--- config.mk ---
export PLATFORM = sky130hd
export DESIGN_NAME = hazard_ctrl
export DESIGN_NICKNAME = d
export VERILOG_FILES = /design/src/rtl/hazard_pkg.sv /design/src/rtl/hazard_ctrl_fwd_unit.sv /design/src/rtl/hazard_ctrl.sv
export SDC_FILE = /design/constraint.sdc
export NUM_CORES = 1
export LEC_CHECK = 0
export ABC_AREA = 1
export CAP_MARGIN = 20
export CORE_ASPECT_RATIO = 1.75
export CORE_MARGIN = 1
export CORE_UTILIZATION = 58
export DETAILED_ROUTE_END_ITERATION = 8
export DONT_BUFFER_PORTS = 1
export HOLD_SLACK_MARGIN = 0.05
export MAX_ROUTING_LAYER = met4
export PLACE_DENSITY = 0.74
export SYNTH_ARGS = -nofsm -noshare
export SYNTH_HDL_FRONTEND = slang
export SYNTH_SLANG_ARGS = --single-unit
--- constraint.sdc ---
create_clock -name clk -period 1.88 [get_ports clk]
set_input_delay 0.094 -clock clk [delete_from_list [all_inputs] [get_ports clk]]
set_output_delay 0.094 -clock clk [all_outputs]
set_load 0.01 [all_outputs]
--- src/rtl/hazard_pkg.sv ---
// Shared definitions for the pipeline hazard controller: FSM encoding,
// forwarding select constants and a register-match helper.
package hazard_pkg;

  typedef enum logic [0:0] {
    RUN      = 1'b0,
    MEM_WAIT = 1'b1
  } hz_state_e;

  localparam logic [1:0] FWD_RF  = 2'b00;
  localparam logic [1:0] FWD_MEM = 2'b10;
  localparam logic [1:0] FWD_WB  = 2'b01;

  // True when a non-x0 destination register feeds the given source register.
  function automatic logic reg_match(input logic [4:0] rd, input logic [4:0] rs);
    return (rd != 5'd0) && (rd == rs);
  endfunction

endpackage

--- src/rtl/hazard_ctrl_fwd_unit.sv ---
// EX-stage forwarding select for a single ALU operand. The younger result
// (EX/MEM) takes precedence over the older one (MEM/WB).
module fwd_unit
  import hazard_pkg::*;
(
  input  logic       rst,
  input  logic [4:0] id_ex_rs,
  input  logic [4:0] ex_mem_rd,
  input  logic       ex_mem_reg_write,
  input  logic [4:0] mem_wb_rd,
  input  logic       mem_wb_reg_write,
  output logic [1:0] fwd_sel
);

  // Pick the newest in-flight producer of this operand, register file otherwise.
  always_comb begin
    fwd_sel = FWD_RF;
    if (rst) begin
      fwd_sel = FWD_RF;
    end else if (ex_mem_reg_write && reg_match(ex_mem_rd, id_ex_rs)) begin
      fwd_sel = FWD_MEM;
    end else if (mem_wb_reg_write && reg_match(mem_wb_rd, id_ex_rs)) begin
      fwd_sel = FWD_WB;
    end else begin
      fwd_sel = FWD_RF;
    end
  end

endmodule

--- src/rtl/hazard_ctrl.sv ---
// Pipeline hazard controller for the 5-stage core: memory freeze, branch
// squash, load-use bubble, operand forwarding, statistics and a watchdog.
module hazard_ctrl
  import hazard_pkg::*;
#(
  parameter int WAIT_MAX = 16,
  parameter int CNT_W    = 32
) (
  input  logic             clk,
  input  logic             rst,
  input  logic [4:0]       IF_ID_RS1,
  input  logic [4:0]       IF_ID_RS2,
  input  logic [4:0]       ID_EX_RS1,
  input  logic [4:0]       ID_EX_RS2,
  input  logic [4:0]       ID_EX_RD,
  input  logic             ID_EX_MemRead,
  input  logic [4:0]       EX_MEM_RD,
  input  logic             EX_MEM_RegWrite,
  input  logic             EX_MEM_MemRead,
  input  logic             EX_MEM_MemWrite,
  input  logic             EX_MEM_Branch,
  input  logic             EX_MEM_Zero,
  input  logic [4:0]       MEM_WB_RD,
  input  logic             MEM_WB_RegWrite,
  input  logic             dmem_ready,
  output logic             pc_write,
  output logic             IF_ID_write,
  output logic             ID_EX_write,
  output logic             EX_MEM_write,
  output logic             MEM_WB_write,
  output logic             IF_ID_flush,
  output logic             ID_EX_flush,
  output logic             EX_MEM_flush,
  output logic [1:0]       fwd_a,
  output logic [1:0]       fwd_b,
  output logic [CNT_W-1:0] stall_cnt,
  output logic [CNT_W-1:0] flush_cnt,
  output logic             mem_timeout,
  output logic             hz_state
);

  localparam int WAIT_W = $clog2(WAIT_MAX + 1);
  localparam logic [WAIT_W-1:0] WAIT_LIM = WAIT_W'(WAIT_MAX);
  localparam logic [WAIT_W-1:0] WAIT_SAT = {WAIT_W{1'b1}};

  hz_state_e         state_r;
  hz_state_e         state_nxt_s;
  logic [WAIT_W-1:0] wait_cnt_r;
  logic              mem_timeout_r;
  logic [CNT_W-1:0]  stall_cnt_r;
  logic [CNT_W-1:0]  flush_cnt_r;
  logic              memstall_s;
  logic              taken_s;
  logic              loaduse_s;
  logic              stall_inc_s;
  logic              flush_inc_s;

  // Hazard conditions; loaduse conservatively checks rs2 for every format.
  always_comb begin
    memstall_s = (EX_MEM_MemRead | EX_MEM_MemWrite) & ~dmem_ready;
    taken_s    = EX_MEM_Branch & EX_MEM_Zero;
    loaduse_s  = ID_EX_MemRead &
                 (reg_match(ID_EX_RD, IF_ID_RS1) | reg_match(ID_EX_RD, IF_ID_RS2));
  end

  // Next state and pipeline controls: memstall > taken > loaduse > normal.
  always_comb begin
    state_nxt_s  = state_r;
    pc_write     = 1'b0;
    IF_ID_write  = 1'b0;
    ID_EX_write  = 1'b0;
    EX_MEM_write = 1'b0;
    MEM_WB_write = 1'b0;
    IF_ID_flush  = 1'b0;
    ID_EX_flush  = 1'b0;
    EX_MEM_flush = 1'b0;
    stall_inc_s  = 1'b0;
    flush_inc_s  = 1'b0;
    if (rst) begin
      state_nxt_s = RUN;
    end else begin
      if (memstall_s) begin
        // A taken branch here is deferred until the freeze releases.
        stall_inc_s = 1'b1;
      end else if (taken_s) begin
        pc_write     = 1'b1;
        IF_ID_write  = 1'b1;
        ID_EX_write  = 1'b1;
        EX_MEM_write = 1'b1;
        MEM_WB_write = 1'b1;
        IF_ID_flush  = 1'b1;
        ID_EX_flush  = 1'b1;
        EX_MEM_flush = 1'b1;
        flush_inc_s  = 1'b1;
      end else if (loaduse_s) begin
        ID_EX_write  = 1'b1;
        EX_MEM_write = 1'b1;
        MEM_WB_write = 1'b1;
        ID_EX_flush  = 1'b1;
        stall_inc_s  = 1'b1;
      end else begin
        pc_write     = 1'b1;
        IF_ID_write  = 1'b1;
        ID_EX_write  = 1'b1;
        EX_MEM_write = 1'b1;
        MEM_WB_write = 1'b1;
      end
      case (state_r)
        RUN:      state_nxt_s = memstall_s ? MEM_WAIT : RUN;
        MEM_WAIT: state_nxt_s = memstall_s ? MEM_WAIT : RUN;
        default:  state_nxt_s = RUN;
      endcase
    end
  end

  // FSM state, wait-cycle counter and sticky timeout flag.
  always_ff @(posedge clk) begin
    if (rst) begin
      state_r       <= RUN;
      wait_cnt_r    <= {WAIT_W{1'b0}};
      mem_timeout_r <= 1'b0;
    end else begin
      state_r <= state_nxt_s;
      if (memstall_s) begin
        if (state_r == RUN) begin
          wait_cnt_r <= {{(WAIT_W-1){1'b0}}, 1'b1};
        end else begin
          if (wait_cnt_r != WAIT_SAT) begin
            wait_cnt_r <= wait_cnt_r + {{(WAIT_W-1){1'b0}}, 1'b1};
          end else begin
            wait_cnt_r <= wait_cnt_r;
          end
          if (wait_cnt_r == WAIT_LIM) begin
            mem_timeout_r <= 1'b1;
          end else begin
            mem_timeout_r <= mem_timeout_r;
          end
        end
      end else begin
        wait_cnt_r <= {WAIT_W{1'b0}};
      end
    end
  end

  // Stall and flush statistics, wrapping naturally at 2^CNT_W.
  always_ff @(posedge clk) begin
    if (rst) begin
      stall_cnt_r <= {CNT_W{1'b0}};
      flush_cnt_r <= {CNT_W{1'b0}};
    end else begin
      if (stall_inc_s) begin
        stall_cnt_r <= stall_cnt_r + {{(CNT_W-1){1'b0}}, 1'b1};
      end else begin
        stall_cnt_r <= stall_cnt_r;
      end
      if (flush_inc_s) begin
        flush_cnt_r <= flush_cnt_r + {{(CNT_W-1){1'b0}}, 1'b1};
      end else begin
        flush_cnt_r <= flush_cnt_r;
      end
    end
  end

  assign stall_cnt   = stall_cnt_r;
  assign flush_cnt   = flush_cnt_r;
  assign mem_timeout = mem_timeout_r;
  assign hz_state    = state_r;

  fwd_unit u_fwd_a (
    .rst              (rst),
    .id_ex_rs         (ID_EX_RS1),
    .ex_mem_rd        (EX_MEM_RD),
    .ex_mem_reg_write (EX_MEM_RegWrite),
    .mem_wb_rd        (MEM_WB_RD),
    .mem_wb_reg_write (MEM_WB_RegWrite),
    .fwd_sel          (fwd_a)
  );

  fwd_unit u_fwd_b (
    .rst              (rst),
    .id_ex_rs         (ID_EX_RS2),
    .ex_mem_rd        (EX_MEM_RD),
    .ex_mem_reg_write (EX_MEM_RegWrite),
    .mem_wb_rd        (MEM_WB_RD),
    .mem_wb_reg_write (MEM_WB_RegWrite),
    .fwd_sel          (fwd_b)
  );

endmodule

### Yosys cells after proc, flatten, opt, wreduce, memory -nomap -nowiden

Cells that the tools add are included.

* register bits after elaboration: 71
* input bits: 45
* output and inout bits: 78
* logic and storage cells: 67

* $add $sub $neg: 3
* eq/ne operators: 9
* mux-type cells: 25
* bitwise operators: 8
* reductions and logical operators: 16

Operators with widths (count)
* 32-bit by 1-bit adder with 32-bit output, second input constant: 2
* 5-bit == test: 6
* 1-bit 2-to-1 mux: 21
* 5-bit nonzero test: 3
* 1-bit logical AND: 10
* 2-bit 2-to-1 mux: 4
* 5-bit by 1-bit adder with 5-bit output, second input constant: 1
* 5-bit == test, second input constant: 1
* 5-bit inequality test, second input constant: 1
* 1-bit AND: 3
* 1-bit NOT: 3
* 3-bit AND reduction: 1
* 3-bit OR reduction: 1
* 2-bit by 1-bit inequality test with 1-bit output, second input constant: 1
* 1-bit bitwise OR: 2
* 2-bit OR reduction: 1

### Longest topological paths before layout

Gate-level depths: netlist (run 1).

* depth after elaboration: 8
* gate-level depth with buffers: 12
* gate-level depth less buffers: 11

### Hierarchy

A second synthesis (run 1) with hierarchy kept.

* cell total of the unflattened synthesis: 767
* area total of the unflattened synthesis: 4619.4 µm²

By module, submodules not included
* hazard_ctrl: instances 1, cells an instance 649, area each 4141.5 µm², seq. area each 1421.4 µm²
* fwd_unit: instances 2, cells an instance 59, area each 239.0 µm², seq. area each 0.0 µm²

### Worst setup path before layout (run 1)

Ideal clock, no wire load.

* path kind: register to register
* start point: register stall_cnt_r[0], in the netlist stall_cnt[0]
* end point: register stall_cnt_r[26], in the netlist stall_cnt[26]
* setup time: 0.115 ns
* arrival time: 1.502 ns
* data required time: 1.765 ns
* setup slack: 0.263 ns
* cell stages (with the launch flop): 11
* buffers on the path: 0
* clock period less this slack: 1.617 ns
* path through: dfxtp_1 -> ha_1 -> nand2_2 -> nor2_4 -> nand3b_2 -> nor2_4 -> nand4_1 -> nor2_1 -> nand3_1 -> nand2_1 -> nor2_1

* longest elaborated chain between the ends: 1

Ends and longest elaborated chain
* start, declared: RTL line hazard_ctrl.sv:50 `logic [CNT_W-1:0] stall_cnt_r;`
* start signal, assigned: RTL line hazard_ctrl.sv:148 `stall_cnt_r <= {CNT_W{1'b0}};`
* start signal, assigned: RTL line hazard_ctrl.sv:152 `stall_cnt_r <= stall_cnt_r + {{(CNT_W-1){1'b0}}, 1'b1};`
* start signal, assigned: RTL line hazard_ctrl.sv:154 `stall_cnt_r <= stall_cnt_r;`
* 32-bit by 1-bit adder with 32-bit output: RTL line hazard_ctrl.sv:152

Every way passes these cells.
A chain may end at the register's enable or synchronous reset.

### Worst setup path in the final report (run 1)

* start point: register flush_cnt_r[4], in the netlist flush_cnt[4]
* end point: register flush_cnt_r[5], in the netlist flush_cnt[5]

* longest elaborated chain between the ends: 1

Ends and longest elaborated chain
* start, declared: RTL line hazard_ctrl.sv:51 `logic [CNT_W-1:0] flush_cnt_r;`
* start signal, assigned: RTL line hazard_ctrl.sv:149 `flush_cnt_r <= {CNT_W{1'b0}};`
* start signal, assigned: RTL line hazard_ctrl.sv:157 `flush_cnt_r <= flush_cnt_r + {{(CNT_W-1){1'b0}}, 1'b1};`
* start signal, assigned: RTL line hazard_ctrl.sv:159 `flush_cnt_r <= flush_cnt_r;`
* 32-bit by 1-bit adder with 32-bit output: RTL line hazard_ctrl.sv:157

Every way passes these cells.

==> results of run 1 <==
[report_power, final]
group / switching (W) / internal (W)
logic: 0.000160 / 0.0000987
registers: 0.0000106 / 0.00151
clock network: 0.000673 / 0.00130
total: 0.000843 / 0.00291
[stage by stage]
step / total power [W] / worst slack [ns]
6_report: 0.00375 / 0.0278
5_1_grt: 0.00386 / -0.0616
4_1_cts: 0.00376 / 0.0410
3_5_place_dp: 0.00179 / 0.144
3_3_place_gp: 0.00178 / 0.205
2_1_floorplan: 0.00177 / 0.263
[Yosys cell counts, types with 2 or more instances]
cell type,number
nand2_1,208
nor2_1,104
inv_1,73
dfxtp_1,71
a21oi_1,59
nand3_1,51
xor2_1,19
nor3_1,16
o21ai_0,11
xnor2_1,11
nand4_1,10
nor2_4,8
buf_6,6
ha_1,5
nor3_2,5
buf_1,4
buf_4,4
clkbuf_1,4
nand2_2,4
nor4_1,4
buf_2,3
nor3b_1,3
inv_2,2
nand3_2,2
nand3b_2,2
o211a_1,2
o21a_1,2
o21ai_1,2
[final cells by class]
cell class	count	area (sq um)	area share (%)
sequential	71	1430	26.7
multi-input combinational	541	2720	50.9
inverter	75	282	5.27
clock inverter	7	121	2.27
timing repair buffer	57	455	8.52
clock buffer	9	225	4.21
tap	88	110	2.06
[final timing paths]
| path | depth (start not counted) | start | to |
|---|---|---|---|
| hold reg to reg | 2 | wait_cnt_r[4] | wait_cnt_r[4] |
| setup reg to reg | 7 | flush_cnt[4] | flush_cnt[5] |
| setup / recovery | 7 | flush_cnt[4] | flush_cnt[5] |
| hold / removal | 2 | EX_MEM_MemRead | wait_cnt_r[0] |
[flip-flops by register name (all words and copies together), names as in the netlist]
name / count
flush_cnt: 32
hz_state: 1
mem_timeout: 1
stall_cnt: 32
wait_cnt_r: 5
[cells by family after synthesis]
logic type | Yosys count | synth area share (%)
flops | 71 | 31.5
buf+inv | 96 | 9.40
compound gates | 83 | 10.2
simple gates | 423 | 41.7
xor+xnor | 30 | 5.82
fa+ha+maj | 5 | 1.39
[cell usage in the layout (no fill, tap or decap), drive strengths merged]
cell	n
nand2	213
nor2	113
inv	75
dfxtp	71
a21oi	59
nand3	53
buf	51
nor3	21
xor2	19
o21ai	13
xnor2	11
nand4	11
clkbuf	9
dlygate4sd3	6
ha	5
nor4	4
clkinv	4
nor3b	3
bufinv	3
nand3b	3
o211a	2
o21a	2
o21bai	1
or2	1
o22ai	1
or3	1
a221oi	1
a311oi	1
a22oi	1
a31oi	1
a211oi	1
[metal layers]
layer	part of all wire (%)	track usage, %	up-vias
met3	5.1	7.82	43
met4	5.1	19.8	0
met1	34	28.6	2198
li1	-	-	2359
met2	55	61.3	146
met5	0	-	-
[what timing repair did]
item,in CTS,in global routing
resized for setup,0,19
hold endpoints to repair,31,0
setup buffers,0,3
hold buffers,6,0
setup endpoints to repair,0,10
==> results.toml, run 1 <==
[sta]
fin_tns_setup_ns = 0
hold_ws_ns = 0.0813
final.setup_skew_ns = 0.00479
finalHoldViolations = 0
slew_headroom_pct = 35.8
drv_slew = 0
post-route-period-util_pct = 98.5
min_period_ns = 1.85
worst_slew_pin_slew_ns = 0.959
rsz0062_at_grt = "true"
max_freq_mhz = 540
setup_viol = 0

[synthesis]
async_reset_ff_share_pct = 0
syn_nets = 758
synth_area_sq_um = 4510
yosysTopAreaCell = "dfxtp_1"
synth_top_cell_area_share_pct = 31.5
synth_warnings = 0
synth_edf_count = 0
synth_seq_area_share_pct = 31.5
ys_seq_elements = 71
synth_ff_type = "dfxtp_1"
synth_area_leaders = "dfxtp_1 31%, nand2_1 17%, nor2_1 8.6%"
syn-instance-count = 708
avgSynthCellArea_sq_um = 6.37
ys_types = 41

[power]
leakagePower_nw = 2.24
ir_worst_vdd_v = 0.000454
powerDensity_nw_per_um2 = 702

[critical_path]
crit_path_frequent_cell = "nor2_1"
reg2reg_setup_slack_ns = 0.03
slowest_delay_ns = 0.57
cp_slowest_cell = "dlygate4sd3_1"
start_kind = "flip-flop"
crit_family = "simple AND/OR/NAND/NOR gates"
cp_cell_sequence = "nand2_1, nor2_1, inv_1, nor2_1, nor2_1, nor3_1, dlygate4sd3_1"
arrival_ns = 2.14
critPathKind = "reg2reg"
critical_path_buf_inv_count = 2
end_kind = "flip-flop"
required_ns = 2.17
crit_fanout = 5

[grt]
grt_pass1_vias = 4645
grt_antenna_before_repair = 0
track_usage_pct = 33.5
grt_max_degree = 41
grt_pass1_wl_um = 19800
gr-total-overflow = 0

[floorplanning]
io_pins = 123
die_height_um = 119
die_w_um = 68.7
core_area_sq_um = 7570
rows = 42
dieArea_sq_um = 8150
initial_core_util_pct = 59.6

[layout]
filler_cell_count = 677
nNetsFinal = 805
stdcell_count = 848
syn2layout_area_growth_pct = 18.4
antenna_cells = 0
final_area_sq_um = 5350
drive_gt1_share_pct = 14.6
final_util_pct = 70.6

[detailed_routing]
drt_iter0_markers = 323
drtPass1Iterations = 5
drc = 0
postRouteWirelength_um = 12900
vias_per_cell = 5.60
vias = 4746
wl_per_cell_um = 15.2
drtAntennaViolNets = 0

[clocking]
tritoncts = "built"
clockBufferDepth = 2
cts_max_level = 3
cts_sinks = 71
cts_made_buffers = 9
clk_latency_ns = 0.34
cts-root-buf = "clkbuf_16"
clk_pin_slew_ns = 0.06

[outcome]
run_status = "finished clean"

[placed_design]
place_congestion = 0.939
place_inst = 823
dpl-instance-area_sq_um = 4850
port_buffers = 0
dpl.hpwl_um = 9630

[job]
drv_cap = 0

[hold_path]
min-delay-path-class = "in2reg"
Note: power is estimated with default switching activity, not from simulation.
==> run 2: changes to the inputs <==
MAX_ROUTING_LAYER = default   (was met4)
==> results.toml, run 2 (synthesized netlist as in run 1, its figures left out) <==
[sta]
rsz0062_at_grt = "true"
finalHoldViolations = 0
setup_viol = 0
max_freq_mhz = 565
drv_slew = 0
hold_ws_ns = 0.128
final.setup_skew_ns = 0.00711
worst_slew_pin_slew_ns = 1.04
slew_headroom_pct = 30.2
worst_slack_ns = 0.111
min_period_ns = 1.77
fin_tns_setup_ns = 0
post-route-period-util_pct = 94.1

[layout]
filler_cell_count = 714
stdcell_count = 838
final_cell_mix = "208 x nand2_1, 102 x nor2_1, 73 x inv_1"
syn2layout_area_growth_pct = 14.0
nNetsFinal = 795
layout_commonest_cell = "nand2_1"
regArea_sq_um = 1420
multi_input_area_sq_um = 2670
antenna_cells = 0
drive_gt1_share_pct = 12.0

[grt]
grt_max_degree = 42
grt_pass1_wl_um = 19100
grt_antenna_before_repair = 0
gr-total-overflow = 0
grt_pass1_vias = 4516
track_usage_pct = 31.3

[critical_path]
critPathKind = "reg2reg"
end_kind = "flip-flop"
crit_path_frequent_cell = "nand2_1"
required_ns = 2.05
slowest_delay_ns = 0.45
cp_slowest_cell = "dfxtp_1"
crit_fanout = 5
cp_cell_sequence = "nand2_1, nor3_1, nand2_1, nor2_1, nand2_1, xor2_1, nand2_1, a21oi_1"
arrival_ns = 1.94
reg2reg_setup_slack_ns = 0.11
start_kind = "flip-flop"

[clocking]
cts-root-buf = "clkbuf_16"
cts_sinks = 71
tritoncts = "built"
clk_pin_slew_ns = 0.06
cts_max_level = 3
clk_latency_ns = 0.34
cts_made_buffers = 9
clockBufferDepth = 2
postCtsSetupBuffers = 0

[job]
drv_cap = 0

[outcome]
run_status = "finished clean"

[power]
ir_worst_vdd_v = 0.000484
powerDensity_nw_per_um2 = 656
leakagePower_nw = 2.13

[placed_design]
port_buffers = 0
pre_cts_slack_ns = 0.162
dpl.hpwl_um = 9510
place_congestion = 0.927
place_inst = 819

[detailed_routing]
drc = 0
drtAntennaViolNets = 0
vias_per_cell = 5.57
wl_per_cell_um = 14.7
drt_iter0_markers = 243
vias = 4665
postRouteWirelength_um = 12300
drtPass1Iterations = 5

[floorplanning]
die_height_um = 119
die_w_um = 68.7
io_pins = 123
initial_core_util_pct = 59.6
rows = 42
dieArea_sq_um = 8150
core_area_sq_um = 7570

[hold_path]
min-delay-path-class = "in2reg"
[run 2: path summary, 6_finish.rpt]
check | from | depth (start not counted) | end
setup / recovery | flush_cnt[4] | 8 | flush_cnt[30]
hold / removal | EX_MEM_Branch | 3 | flush_cnt[11]
hold reg to reg | wait_cnt_r[4] | 2 | wait_cnt_r[4]
setup reg to reg | flush_cnt[4] | 8 | flush_cnt[30]
[run 2: metal layers]
layer	vias up	share of wire, %	wire [um]	global-route usage, %
met5	-	0	0	0
met3	52	6.2	766	7.14
met2	175	54	6680	57.3
li1	2342	-	-	-
met1	2096	33	4070	27.2
met4	0	6.3	769	23.0
[run 2: what timing repair did]
item / in CTS / in global routing
endpoints found under the hold margin: 30 / 0
gates resized for setup: 0 / 2
endpoints found under the setup margin: 0 / 2
hold buffers: 3 / 0
[run 2: metrics by stage]
stage	util [%]	power [W]	cell area, sq um
CTS	67.9	0.00340	5140
finish	68.0	0.00338	5140
floorplan	-	0.00177	4510
global route	68.0	0.00350	5140
global placement	63.7	0.00178	4820
detailed placement	63.7	0.00179	4820
[run 2: critical path, delay by kind of cell, from the launching register on]
kind / cells / cell delay [ns]
DFF: 1 / 0.45
xor gates and xnor gates: 1 / 0.16
AOI/OAI and AO/OA: 1 / 0.06
and+or+nand+nor: 6 / 0.94
[run 2: power by group]
group | internal [W] | leakage [nW] | switching [W] | total, W
clock | 0.000959 | 0.134 | 0.000643 | 0.00160
combinational | 0.0000932 | 1.43 | 0.000159 | 0.000252
sequential | 0.00151 | 0.572 | 0.00000904 | 0.00152
[run 2: cell type report]
| cell class | instances | area share, % |
|---|---|---|
| multi-input combinational | 541 | 52.0 |
| sequential | 71 | 27.6 |
| timing repair buffer | 47 | 7.25 |
| inverter | 75 | 5.47 |
| clock buffer | 11 | 4.91 |
| tap | 88 | 2.14 |
| clock inverter | 5 | 0.632 |
